### config.mk
export PLATFORM = sky130hd
export DESIGN_NAME = grayscale_flat
export DESIGN_NICKNAME = d
export VERILOG_FILES = /design/src/rtl/edge_pkg.sv /design/src/rtl/grayscale_if.sv /design/src/rtl/gray_pipe.sv /design/src/rtl/grayscale.sv /design/src/flat_wrapper.sv
export SDC_FILE = /design/constraint.sdc
export NUM_CORES = 1
export LEC_CHECK = 0
export ABC_AREA = 1
export BUFFER_PORTS_ARGS = -buffer_cell sky130_fd_sc_hd__buf_2
export CAP_MARGIN = 20
export CORE_MARGIN = 3
export CORE_UTILIZATION = 40
export CTS_CLUSTER_DIAMETER = 40
export DETAILED_ROUTE_END_ITERATION = 7
export MAX_ROUTING_LAYER = met4
export PLACE_DENSITY = 0.66
export SKIP_CTS_REPAIR_TIMING = 1
export SYNTH_ARGS = -nofsm -noshare
export SYNTH_HDL_FRONTEND = slang
export SYNTH_HIERARCHICAL = 1
export SYNTH_SLANG_ARGS = --single-unit
export TNS_END_PERCENT = 20
### constraint.sdc
create_clock -name clock -period 5.63 [get_ports clock]
set_input_delay 0.8445 -clock clock [delete_from_list [all_inputs] [get_ports clock]]
set_output_delay 0.8445 -clock clock [all_outputs]
set_load 0.05 [all_outputs]
### src/rtl/edge_pkg.sv
// Shared types and pixel widths for the edge-detection pipeline front end.
package edge_pkg;
    typedef enum logic [1:0] {RUN, DRAIN, DONE} gray_state_t;
    localparam int RGB_W  = 24;
    localparam int GRAY_W = 8;
endpackage

### src/rtl/grayscale_if.sv
// FIFO-side signals of the grayscale stage: RGB input FIFO, gray output FIFO and frame done.
interface grayscale_if;
    import edge_pkg::*;

    logic              in_rd_en;
    logic              in_empty;
    logic [RGB_W-1:0]  in_dout;
    logic              gray_wr_en;
    logic              gray_full;
    logic [GRAY_W-1:0] gray_din;
    logic              done;

    modport master (
        output in_rd_en, gray_wr_en, gray_din, done,
        input  in_empty, in_dout, gray_full
    );

    modport slave (
        input  in_rd_en, gray_wr_en, gray_din, done,
        output in_empty, in_dout, gray_full
    );
endinterface

### src/rtl/gray_pipe.sv
// Two-stage luminance datapath: S1 registers R+G+B, S2 registers the truncated sum/3.
module gray_pipe
    import edge_pkg::*;
(
    input  logic              clk,
    input  logic              rst,
    input  logic              stall,
    input  logic              load,
    input  logic [RGB_W-1:0]  rgb,
    output logic              vld_p2,
    output logic [GRAY_W-1:0] gray_p2
);
    localparam int SUM_W = 10;

    logic             vld_p1;
    logic [SUM_W-1:0] sum_p1;

    function automatic logic [SUM_W-1:0] rgb_sum(input logic [RGB_W-1:0] px);
        return SUM_W'(px[23:16]) + SUM_W'(px[15:8]) + SUM_W'(px[7:0]);
    endfunction

    // Max sum is 765, so the quotient always fits in GRAY_W bits.
    function automatic logic [GRAY_W-1:0] div3(input logic [SUM_W-1:0] s);
        return GRAY_W'(s / SUM_W'(3));
    endfunction

    // S1: sum stage
    always_ff @(posedge clk) begin
        if (!stall && load) begin
            sum_p1 <= rgb_sum(rgb);
        end
    end

    // S2: divide stage; data only updates on a valid S1 so gray_p2 holds across bubbles
    always_ff @(posedge clk) begin
        if (rst) begin
            vld_p1  <= 1'b0;
            vld_p2  <= 1'b0;
            gray_p2 <= '0;
        end else if (!stall) begin
            vld_p1 <= load;
            vld_p2 <= vld_p1;
            if (vld_p1) begin
                gray_p2 <= div3(sum_p1);
            end
        end
    end
endmodule

### src/rtl/grayscale.sv
// RGB-to-luminance front end: pops RGB pixels, writes gray pixels, pulses done per frame.
module grayscale
    import edge_pkg::*;
#(
    parameter int IMG_HEIGHT = 720,
    parameter int IMG_WIDTH  = 540
)
(
    input  logic clock,
    input  logic reset,
    grayscale_if.master bus
);
    localparam int FRAME_PIXELS = IMG_WIDTH * IMG_HEIGHT;
    localparam int CNT_W        = $clog2(FRAME_PIXELS + 1);
    localparam logic [CNT_W-1:0] LAST_PIX = CNT_W'(FRAME_PIXELS - 1);

    gray_state_t       state, state_nxt;
    logic [CNT_W-1:0]  rd_count, wr_count;
    logic              armed;
    logic              stall, pop, write;
    logic              vld_p2;
    logic [GRAY_W-1:0] gray_p2;

    // armed keeps the stage from popping in the first cycle after reset
    assign stall = vld_p2 & bus.gray_full;
    assign pop   = ~bus.in_empty & ~stall & (state == RUN) & armed & ~reset;
    assign write = vld_p2 & ~bus.gray_full & ~reset;

    assign bus.in_rd_en   = pop;
    assign bus.gray_wr_en = write;
    assign bus.gray_din   = gray_p2;
    assign bus.done       = (state == DONE);

    gray_pipe u_pipe (
        .clk     (clock),
        .rst     (reset),
        .stall   (stall),
        .load    (pop),
        .rgb     (bus.in_dout),
        .vld_p2  (vld_p2),
        .gray_p2 (gray_p2)
    );

    always_comb begin
        state_nxt = state;
        unique case (state)
            RUN:     if (pop && rd_count == LAST_PIX) state_nxt = DRAIN;
            DRAIN:   if (write && wr_count == LAST_PIX) state_nxt = DONE;
            DONE:    state_nxt = RUN;
            default: state_nxt = RUN;
        endcase
    end

    always_ff @(posedge clock) begin
        if (reset) begin
            state    <= RUN;
            rd_count <= '0;
            wr_count <= '0;
            armed    <= 1'b0;
        end else begin
            state <= state_nxt;
            armed <= 1'b1;
            if (state == DONE) begin
                rd_count <= '0;
                wr_count <= '0;
            end else begin
                if (pop)   rd_count <= rd_count + CNT_W'(1);
                if (write) wr_count <= wr_count + CNT_W'(1);
            end
        end
    end
endmodule

### src/flat_wrapper.sv
// flat-port wrapper written by rule: the top's interface ports become plain ports
module grayscale_flat import edge_pkg::*;
#(
    parameter int IMG_HEIGHT = 720,
    parameter int IMG_WIDTH  = 540
)
  (clock, reset, bus_in_rd_en, bus_gray_wr_en, bus_gray_din, bus_done, bus_in_empty, bus_in_dout, bus_gray_full);
  grayscale_if bus_i ();
  input  logic clock;
  input  logic reset;
  output wire logic [$bits(bus_i.in_rd_en)-1:0] bus_in_rd_en;
  output wire logic [$bits(bus_i.gray_wr_en)-1:0] bus_gray_wr_en;
  output wire logic [$bits(bus_i.gray_din)-1:0] bus_gray_din;
  output wire logic [$bits(bus_i.done)-1:0] bus_done;
  input wire logic [$bits(bus_i.in_empty)-1:0] bus_in_empty;
  input wire logic [$bits(bus_i.in_dout)-1:0] bus_in_dout;
  input wire logic [$bits(bus_i.gray_full)-1:0] bus_gray_full;
  assign bus_in_rd_en = bus_i.in_rd_en;
  assign bus_gray_wr_en = bus_i.gray_wr_en;
  assign bus_gray_din = bus_i.gray_din;
  assign bus_done = bus_i.done;
  assign bus_i.in_empty = bus_in_empty;
  assign bus_i.in_dout = bus_in_dout;
  assign bus_i.gray_full = bus_gray_full;
  grayscale #(.IMG_HEIGHT(IMG_HEIGHT), .IMG_WIDTH(IMG_WIDTH)) u_core (.clock(clock), .reset(reset), .bus(bus_i));
endmodule
Word-level counts from Yosys, hierarchy flattened --
Index checks and enable logic that the tools add are counted.
Cells by class: add/sub/neg operators 4, divide/modulo/power cells 1, equal/unequal tests 6, muxes and demuxes 4, bitwise gates (word level) 11, reduce and logical (&&, ||, !) cells 8
Operator list (count):
- 19-bit by 1-bit adder with 19-bit output (second input constant) | 2
- 19-bit == test (second input constant) | 2
- 9-bit by 8-bit adder with 10-bit output | 1
- 10-bit by 2-bit divider with 10-bit output (second input constant) | 1
- 8-bit by 8-bit adder with 9-bit output | 1
- 1-bit bitwise AND | 7
- 2-bit 2-to-1 mux | 2
- 1-bit NOT | 4
- 2-bit one-hot mux with 2 select lines | 1
- 2-bit AND reduction | 2
- 1-bit logical AND | 3
- 2-bit by 1-bit == test with 1-bit output (second input constant) | 1
- 2-bit == test (second input constant) | 1
- 2-bit logical NOT | 1
- 2-bit by 1-bit inequality test with 1-bit output (second input constant) | 1
- 2-bit inequality test (second input constant) | 1
- 2-bit OR reduction | 1
- 1-bit logical NOT | 1
- 1-bit 2-to-1 mux | 1
Storage, ports and cells: bits in registers 61, input bits 28, output and inout port bits 11, logic and storage cells 42

Depth between registers and ports, before layout --
word-level depth 9, depth in mapped cells 26, gate-level depth less buffers 26

Hierarchy --
The synthesis kept the hierarchy.
By module, submodules not included:
- grayscale | times used 1, cells each 331, area each 2173.3 sq um, seq. area each 820.8 sq um
- gray_pipe | times used 1, cells each 185, area each 1541.5 sq um, seq. area each 500.5 sq um

Least setup slack after synthesis --
No wires, ideal clock.
path kind input to register, start point input bus_in_dout[3], end point register u_core.u_pipe.sum_p1[8] (data pin), setup time 0.257 ns, arrival time 2.576 ns, data required time 5.373 ns, setup slack 2.796 ns, stages 11, buffers on the path 0, cell sequence fa_1 ha_1 a21oi_1 nand2_1 a21oi_1 inv_1 a21oi_1 nor2_1 o21ai_0 nand2_1 xor2_1
Between the ends: longest elaborated chain between the ends 1
RTL lines:
- start: declaration | line flat_wrapper.sv:16 | input wire logic [$bits(bus_i.in_dout)-1:0] bus_in_dout;
- 9-bit by 8-bit adder with 10-bit output | line gray_pipe.sv:19 | return SUM_W'(px[23:16]) + SUM_W'(px[15:8]) + SUM_W'(px[7:0]);
- end signal: assignment | line gray_pipe.sv:30 | sum_p1 <= rgb_sum(rgb);
- end: declaration | line gray_pipe.sv:16 | logic [SUM_W-1:0] sum_p1;
No other way between the ends. A chain may end at the register's enable or synchronous reset.

Worst setup path in the final report --
start point register u_core.u_pipe.sum_p1[8], end point register u_core.u_pipe.gray_p2[0]
Between the ends: longest elaborated chain between the ends 1
RTL lines:
- 10-bit by 2-bit divider with 10-bit output | line gray_pipe.sv:24 | return GRAY_W'(s / SUM_W'(3));
- end signal: assignment | line gray_pipe.sv:44 | gray_p2 <= div3(sum_p1);
- end: declaration | line gray_pipe.sv:11 | output logic [GRAY_W-1:0] gray_p2
No other way between the ends.

==> results by group <==
Die
  – Starting density of the core: 41.8%
  – Core Area: 8890 µm²
  – Die area: 10500 µm²
  – Row count: 34
  – Ports: 39
  – Die Y: 102 µm
  – Die W: 102 µm

Layout
  – Share of cells above drive strength 1: 18.7%
  – Nets@finish: 609
  – Diodes inserted: 0
  – Post-Layout Cell Count: 675
  – Area Growth Syn to Fin: 13.8%

Synthesis
  – Post-Syn Nets: 563
  – Most common cell in the netlist: nand2_1
  – Main flop type after synthesis: dfxtp_1
  – Syn Inst Count: 516
  – Warnings from Yosys: 6
  – Count of unique library cells instantiated by Yosys: 35
  – Sequential element share of the synthesized area: 35.6%
  – Post-synth top cells: nand2_1 (101), inv_1 (83), nor2_1 (67)
  – Yosys top cell by area: dfxtp_1
  – EDFF count, synth: 10
  – Asr flop ratio synth: 0%
  – Register bit count reported by yosys: 61
  – Mean Syn Cell Area: 7.20 µm²
  – Synth area leaders: dfxtp_1 (27%), nand2_1 (10%), inv_1 (8.4%)
  – Post-synth top area share: 27.5%
  – Cell area after synthesis: 3710 µm²

Clock tree
  – TritonCTS clock tree: done
  – CTS root buffer: clkbuf_8
  – H-Tree Depth: 3
  – Clk pin slew, worst setup/hold paths: 80 ps
  – Clk_lat worst skew: 350 ps
  – CTS buffer count: 9
  – Clock sinks: 61
  – Clock tree buffer depth: 2

Detailed routing
  – Drt total wl: 7580 µm
  – ANT nets after route: 0
  – Vias per inst: 4.88
  – # DRC: 0
  – WL met2: 3670 µm
  – DR top layer: met4
  – Met3 Wirelength: 229 µm
  – WL per Instance: 11.2 µm
  – First DRT Iteration DRCs: 160
  – Vias: 3297
  – Met1 WL: 3580 µm
  – Drt first pass iters: 4

Critical path
  – CP max stage delay: 450 ps
  – Worst Path Max Fanout: 5
  – Setup crit start kind: flip-flop
  – Worst Path Arrival: 3150 ps
  – Setup Crit Path Kind: reg -> reg
  – Most used cell, CP: nand2_1
  – Crit end category: flip-flop
  – Worst endpoint required time: 5860 ps
  – Slowest CP cell: edfxtp_1

Placement
  – Dpl hpwl: 6030 µm
  – Cell count after placement: 659
  – IO buf count: 38
  – GP Congestion: 0.860

Timing
  – Fin crit period: 2920 ps
  – Final Hold Vio Count: 0
  – RSZ-0062 raised after global routing: false
  – Max Clock Skew: 10.0 ps
  – Final setup violation count: 0
  – Setup TNS: 0 ps
  – Slew Limit Fails: 0
  – FMAX: 343 MHz
  – Slew @ Worst Pin: 1000 ps
  – Max-slew headroom at the worst pin: 32.8%
  – Hold WS: 458 ps
  – Period Utilization, post-route: 51.8%

Power
  – Switching share of total power: 29.7%
  – Worst VDD drop: 0.102 mV
  – Leakage power: 1.81 nW
  – Comb pwr share: 18.5%
  – NetSw: 0.000312 W
  – Clock network power share: 37.1%
  – Pwr per Cell Area: 248 nW/µm²
  – Register share of total power: 44.4%
  – Int Power: 0.000738 W

Outcome
  – Outcome: complete, no violations

GRT
  – Vias in the first global route: 3033
  – Gr ovfl total: 0
  – First-pass GRT wire length: 13100 µm
  – Largest net degree at the start of global routing: 18
  – Initial antenna violation count: 0
  – Gr usage total: 16.2%

Min path
  – Min-delay worst type: reg -> reg

Run
  – Max-Cap Viols: 0
==> area by class of cell <==
type | count | area, µm²
Fill cell | 896 | 4660
Multi-Input combinational cell | 360 | 2030
Sequential cell | 61 | 1320
Inverter | 91 | 342
Timing Repair Buffer | 39 | 198
Tap cell | 108 | 135
Clock buffer | 9 | 124
Clock inverter | 7 | 75.1
==> logic make-up (layout without fill, tap and decap cells) <==
| group | count (synthesis) | in the layout | share of synthesized area, % |
|---|---|---|---|
| and+or+nand+nor | 252 | 252 | 32.4 |
| xor gates and xnor gates | 8 | 8 | 1.89 |
| adders and majority gates | 19 | 19 | 8.22 |
| buffers and inverters | 95 | 146 | 9.67 |
| AOI/OAI and AO/OA | 81 | 81 | 12.3 |
| DFF | 61 | 61 | 35.6 |
==> layout by cell type (no fill, tap or decap), drive strengths merged, types with 12 or more instances in the layout <==
cell / synthesis / routed
nor3: 12 / 12
nand2: 113 / 113
nand3: 29 / 29
dfxtp: 51 / 51
o21ai: 34 / 34
a21oi: 39 / 39
nor2: 80 / 80
nand4: 16 / 16
inv: 91 / 92
buf: 2 / 39
==> metal layers <==
layer / GRT usage [%] / up-vias
li1: - / 1759
met4: 6.36 / 0
met5: - / -
met2: 26.5 / 49
met3: 2.73 / 8
met1: 19.9 / 1481
==> sequential cells by signal, summed over array words and instances, names as in the netlist <==
| register | cells |
|---|---|
| u_core/rd_count | 19 |
| u_core/wr_count | 19 |
| u_core/u_pipe/sum_p1 | 10 |
| u_core/u_pipe/gray_p2 | 8 |
| u_core/state | 2 |
| u_core/armed | 1 |
| u_core/u_pipe/vld_p1 | 1 |
| u_core/u_pipe/vld_p2 | 1 |
==> power groups by stage <==
stage          Clock (W)  Sequential [W]  Combinational (W)
2_1_floorplan          0        0.000482           0.000142
3_3_place_gp           0        0.000476           0.000186
3_5_place_dp           0        0.000476           0.000195
4_1_cts         0.000402        0.000466           0.000197
5_1_grt         0.000423        0.000467           0.000225
6_report        0.000390        0.000466           0.000194
==> worst max-delay path: cells and delay by family (launching register included) <==
family | cells | cell delay [ps]
compound gates | 4 | 420
fa+ha+maj | 1 | 260
buf+inv | 2 | 90
flops | 1 | 450
simple gates | 18 | 1570
==> path summary, 6_finish.rpt <==
kind / from / end / slack (ps) / depth (start not counted)
setup reg to reg: u_core/u_pipe/sum_p1[8] / u_core/u_pipe/gray_p2[0] / 2710 / 25
hold / removal: u_core/rd_count[14] / u_core/rd_count[14] / 460 / 1
hold reg to reg: u_core/rd_count[14] / u_core/rd_count[14] / 460 / 1
setup / recovery: u_core/u_pipe/sum_p1[8] / u_core/u_pipe/gray_p2[0] / 2710 / 25
==> per-stage QoR <==
stage | util [%] | total power (W) | worst slack, ps | instance area [µm²]
after CTS | 47.6 | 0.00106 | 2700 | 4230
after global routing | 47.6 | 0.00111 | 2310 | 4230
after detailed placement | 45.3 | 0.000671 | 2510 | 4030
after global placement | 45.3 | 0.000663 | 2570 | 4030
final | 47.6 | 0.00105 | 2710 | 4230
after floorplan | - | 0.000624 | 2800 | 3710
(Power assumes the default switching activity.)
